**src/rtl/cipher_stream_ctrl.sv**
```systemverilog
// Message sequencer around the 8-bit LFSR cipher core: buffers a command's
// characters, feeds them to the core on back-to-back cycles, then drains results.
module cipher_stream_ctrl #(
  parameter int MAX_LEN = 32,
  parameter int LW      = 6
) (
  input  logic          clk,
  input  logic          rst,
  input  logic          cmd_valid,
  output logic          cmd_ready,
  input  logic [7:0]    cmd_seed,
  input  logic [LW-1:0] cmd_len,
  output logic          cmd_err,
  input  logic          in_valid,
  output logic          in_ready,
  input  logic [7:0]    in_data,
  output logic          out_valid,
  input  logic          out_ready,
  output logic [7:0]    out_data,
  output logic          out_last,
  output logic          core_start,
  output logic [7:0]    core_seed,
  output logic [7:0]    core_ch_in,
  input  logic [7:0]    core_ch_out,
  input  logic          core_valid,
  output logic [LW-1:0] skip_count,
  output logic          done,
  output logic          busy
);

  localparam int AW = (MAX_LEN > 1) ? $clog2(MAX_LEN) : 1;

  typedef enum logic [2:0] {S_IDLE, S_FILL, S_LOAD, S_RUN, S_DRAIN} state_e;

  state_e        state_q;
  logic [7:0]    seed_q;
  logic [LW-1:0] len_q;
  logic [LW-1:0] wr_ptr_q;
  logic [LW-1:0] rd_ptr_q;
  logic [LW-1:0] idx_q;
  logic [LW-1:0] skip_q;
  logic          cmd_err_q;
  logic          done_q;
  logic [7:0]    buf_q [MAX_LEN];

  logic          len_ok;
  logic          in_fire;
  logic [LW-1:0] len_m1;

  assign len_ok  = (cmd_len != '0) && (cmd_len <= LW'(MAX_LEN));
  assign in_fire = (state_q == S_FILL) && in_valid;
  assign len_m1  = len_q - LW'(1);

  // NOTE: the buffer has no reset; every entry is written in FILL before it is read.
  always_ff @(posedge clk) begin
    if (in_fire) begin
      buf_q[wr_ptr_q[AW-1:0]] <= in_data;
    end else if ((state_q == S_RUN) && core_valid) begin
      buf_q[idx_q[AW-1:0]] <= core_ch_out;
    end
  end

  // NOTE: all state uses non-blocking assignments so every register samples pre-edge values.
  always_ff @(posedge clk) begin
    if (rst) begin
      state_q   <= S_IDLE;
      seed_q    <= 8'h00;
      len_q     <= '0;
      wr_ptr_q  <= '0;
      rd_ptr_q  <= '0;
      idx_q     <= '0;
      skip_q    <= '0;
      cmd_err_q <= 1'b0;
      done_q    <= 1'b0;
    end else begin
      cmd_err_q <= 1'b0;
      done_q    <= 1'b0;
      unique case (state_q)
        S_IDLE: begin
          if (cmd_valid) begin
            if (len_ok) begin
              seed_q   <= cmd_seed;
              len_q    <= cmd_len;
              wr_ptr_q <= '0;
              rd_ptr_q <= '0;
              idx_q    <= '0;
              skip_q   <= '0;
              state_q  <= S_FILL;
            end else begin
              cmd_err_q <= 1'b1;
            end
          end
        end
        S_FILL: begin
          if (in_valid) begin
            wr_ptr_q <= wr_ptr_q + LW'(1);
            if (wr_ptr_q == len_m1) state_q <= S_LOAD;
          end
        end
        S_LOAD: state_q <= S_RUN;
        S_RUN: begin
          // The core's keystream steps every clock, so RUN never stalls.
          if (!core_valid) skip_q <= skip_q + LW'(1);
          if (idx_q == len_m1) state_q <= S_DRAIN;
          else                 idx_q   <= idx_q + LW'(1);
        end
        S_DRAIN: begin
          if (out_ready) begin
            if (rd_ptr_q == len_m1) begin
              state_q <= S_IDLE;
              done_q  <= 1'b1;
            end else begin
              rd_ptr_q <= rd_ptr_q + LW'(1);
            end
          end
        end
        default: state_q <= S_IDLE;
      endcase
    end
  end

  assign cmd_ready  = (state_q == S_IDLE);
  assign in_ready   = (state_q == S_FILL);
  assign out_valid  = (state_q == S_DRAIN);
  assign busy       = (state_q != S_IDLE);
  assign core_start = (state_q == S_LOAD);
  assign core_seed  = seed_q;
  assign core_ch_in = (state_q == S_RUN) ? buf_q[idx_q[AW-1:0]] : 8'h00;
  assign out_data   = buf_q[rd_ptr_q[AW-1:0]];
  assign out_last   = (state_q == S_DRAIN) && (rd_ptr_q == len_m1);
  assign cmd_err    = cmd_err_q;
  assign done       = done_q;
  assign skip_count = skip_q;

endmodule

```
**config.mk**
```make
export PLATFORM = sky130hd
export DESIGN_NAME = cipher_stream_ctrl
export DESIGN_NICKNAME = d
export VERILOG_FILES = /design/src/rtl/cipher_stream_ctrl.sv
export SDC_FILE = /design/constraint.sdc
export NUM_CORES = 1
export LEC_CHECK = 0
export BUFFER_PORTS_ARGS = -buffer_cell sky130_fd_sc_hd__buf_4
export CAP_MARGIN = 10
export CORE_MARGIN = 4
export CORE_UTILIZATION = 50
export DETAILED_ROUTE_END_ITERATION = 10
export GPL_TIMING_DRIVEN = 0
export PLACE_DENSITY = 0.67
export REMOVE_ABC_BUFFERS = 1
export SETUP_SLACK_MARGIN = 0.2
export SLEW_MARGIN = 40
export SYNTH_ARGS = -nofsm -noshare
export SYNTH_HDL_FRONTEND = slang
export SYNTH_SLANG_ARGS = --single-unit
```
**constraint.sdc**
```tcl
create_clock -name clk -period 4.8 [get_ports clk]
set_input_delay 0.48 -clock clk [delete_from_list [all_inputs] [get_ports clk]]
set_output_delay 0.48 -clock clk [all_outputs]
set_load 0.1 [all_outputs]
```
==> flow_summary_export.csv <==
group,metric,value,unit
synth,post-synth-top-area-cell,"edfxtp_1",
floorplanning,coreArea,28940,um2
synth,yosys.area.top_type_share,0.5198,
clocking,cts_tree,"built",
timing,drv_slew,0,
clocking,clk_path_buf_depth,3,
timing,worstMarginPinSlew,0.7676,ns
synth,synthCells,880,
clocking,cts.repair.resized,0,
route,via_per_inst,6.330,
synth,synth_cell_types,57,
synth,yosysWarnings,0,
worst_hold_path,hold_class,"input port to register",
route,drt_iter0_drc,899,
global_routing,grt_pass1_wl,54.17,mm
critical_path,critPathMaxStageDelay,0.56,ns
timing,clock.fmax,0.2726,GHz
timing,timing.final.crit_share,0.7642,
floorplanning,die_y,180.0,um
floorplanning,fp.dieW,180.0,um
synth,ys_ff_latch,309,
placed_design,pre_cts_ws,1.232,ns
placed_design,dp_cells,1280,
route,wl_per_cell,26.70,um
timing,rsz0062_at_grt,"false",
synth,syn_area,14790,um2
clocking,clockRootBuffer,"clkbuf_16",
placed_design,port_buffers,73,
finish,nets,973,
synth,synthFlopType,"edfxtp_1",
critical_path,crit_type,"register to output port",
power_and_ir_drop,totalPowerFinal,6.310,mW
floorplanning,rows,62,
route,vias,8463,
timing,maxSlewHeadroom,0.4852,
clocking,cts_hold_buf,0,
finish,final_cell_mix,"edfxtp_1, mux4_2, buf_4",
synth,async_flop_share,0,
clocking,clk_latency,0.51,ns
critical_path,required,4.32,ns
global_routing,grt.total_usage,0.2215,
clocking,clk_pin_slew,0.06,ns
run_status,run_status,"finished clean",
finish,final_cells,1337,
critical_path,cp_data_arrival_time,3.19,ns
finish,final_common_cell,"edfxtp_1",
floorplanning,dieArea,32390,um2
power_and_ir_drop,power_density,373.4,nW/um2
clocking,post-cts-setup-buffers,0,
critical_path,crit_family,"multiplexers",
route,drtPass1Iterations,5,
placed_design,gp_congestion,0.7872,
timing,final_hold_viol_count,0,
global_routing,grt_overflow,0,
clocking,numCtsBuffers,34,
global_routing,grt_max_degree,34,
route,drt_drc_violations_left,0,
finish,syn_to_final_growth,14.27,%
route,wirelength,35.70,mm
placed_design,hpwl,23.56,mm
synth,seq_area_frac_synth,0.5916,
global_routing,grt_pass1_vias,8717,
clocking,cts_sinks,309,
clocking,htreeDepth,2,
job,maxCapViolations,0,
timing,period_needed,3.668,ns
critical_path,crit_buf_inv,3,
synth,synthTopCellsByArea,"edfxtp_1, mux4_2, dfxtp_1, nor2_1, nand2_1",
finish,drive_gt1_frac,0.3704,
synth,synth.avg_cell_area,16.80,um2
finish,n_antenna_cell,0,
floorplanning,ioPinCount,74,
critical_path,startpoint_type,"register",
critical_path,crit_slowest_cell,"mux4_2",
power_and_ir_drop,p_leak,5.234,nW
timing,layout_setup_ws,1.132,ns
timing,setup_viol,0,
floorplanning,initial_utilization,0.5111,
timing,clock_skew,0.02024,ns
route,antenna_left,0,
critical_path,cp-end-kind,"output port",
critical_path,cp_max_fo,17,
global_routing,antenna_found_initial,1,
synth,synth-edff-count,256,
power_and_ir_drop,vdd_ir_drop_max,0.3931,mV
critical_path,cp_cell_sequence,"buf_12, buf_12, mux4_2, mux4_2, mux2i_1, nor2_1, buf_4",
==> area by class of cell <==
type	count	area (um2)
Fill cell	2188	12040
Sequential cell	309	8768
Multi-Input combinational cell	491	5801
Clock buffer	47	930.9
Timing Repair Buffer	84	723.2
Tap cell	384	480.5
Clock inverter	10	148.9
Inverter	12	45.04
==> state kept, by name (all words and copies together), names as in the netlist, named ones only <==
| signal | flops |
|---|---|
| len_q | 6 |
| idx_q | 6 |
| state_q | 3 |
| cmd_err | 1 |
| skip_count | 6 |
| buf_q | 256 |
| wr_ptr_q | 6 |
| rd_ptr_q | 6 |
| core_seed | 8 |
| done | 1 |
==> path summary, 6_finish.rpt <==
path | start | slack, ns | to | cells past startpoint
setup / recovery | register | 1.13 | core_ch_in[1] | 7
hold / removal | cmd_seed[1] | 0.22 | core_seed[1]$_SDFFE_PP0P_ | 3
setup reg to reg | state_q[0]$_SDFFE_PP0P_ | 1.77 | buf_q[0][7]$_DFFE_PP_ | 5
hold reg to reg | core_seed[5]$_SDFFE_PP0P_ | 0.46 | core_seed[5]$_SDFFE_PP0P_ | 2
==> cell families after synthesis <==
group | count (synthesis) | synth area share
compound gates | 75 | 0.03367
xor+xnor | 26 | 0.01819
fa+ha+maj | 5 | 0.004230
buf+inv | 80 | 0.02301
flops | 309 | 0.5916
mux | 190 | 0.2654
simple gates | 195 | 0.06388
==> Yosys cell counts (10+ instances only) <==
master	count
nand3_1	17
buf_2	17
nand2_1	57
a21oi_1	28
mux2_2	17
o21ai_0	16
xor2_1	16
edfxtp_1	256
mux4_2	160
nor2_1	66
buf_1	10
inv_1	12
mux2i_1	13
dfxtp_1	53
clkbuf_1	38
==> power by group <==
| group | switching (mW) | internal [mW] | leakage [nW] |
|---|---|---|---|
| Combinational | 0.509 | 0.235 | 1.98 |
| Sequential | 0.0412 | 2.94 | 2.74 |
| Clock | 1.02 | 1.57 | 0.523 |
| Total | 1.57 | 4.74 | 5.23 |
==> layer usage <==
metal / vias to the layer above / share of wire / global-route usage / wire length [um]
met5: - / 0 / 0 / 0
met4: 0 / 0.020 / 0.04907 / 707
met3: 50 / 0.080 / 0.04810 / 2854
met2: 326 / 0.50 / 0.3628 / 17680
met1: 4412 / 0.40 / 0.3108 / 14460
li1: 3675 / - / - / -
==> through the flow <==
stage | instance area, um2 | hold WS [ns] | utilization | setup TNS (ns)
after floorplan | 14490 | 0.4438 | - | -3.636
after global placement | 15520 | 0.4447 | 0.5364 | -24.06
after detailed placement | 15810 | 0.4498 | 0.5465 | 0
after CTS | 16890 | 0.2042 | 0.5838 | 0
after global routing | 16900 | 0.2097 | 0.5840 | 0
final | 16900 | 0.2187 | 0.5840 | 0
==> worst register-to-register path, delay by kind of cell (launching register included) <==
family	cells	cell delay (ns)
muxes	1	0.52
DFF	1	0.50
and+or+nand+nor	4	1.64
(Power assumes the default switching activity.)
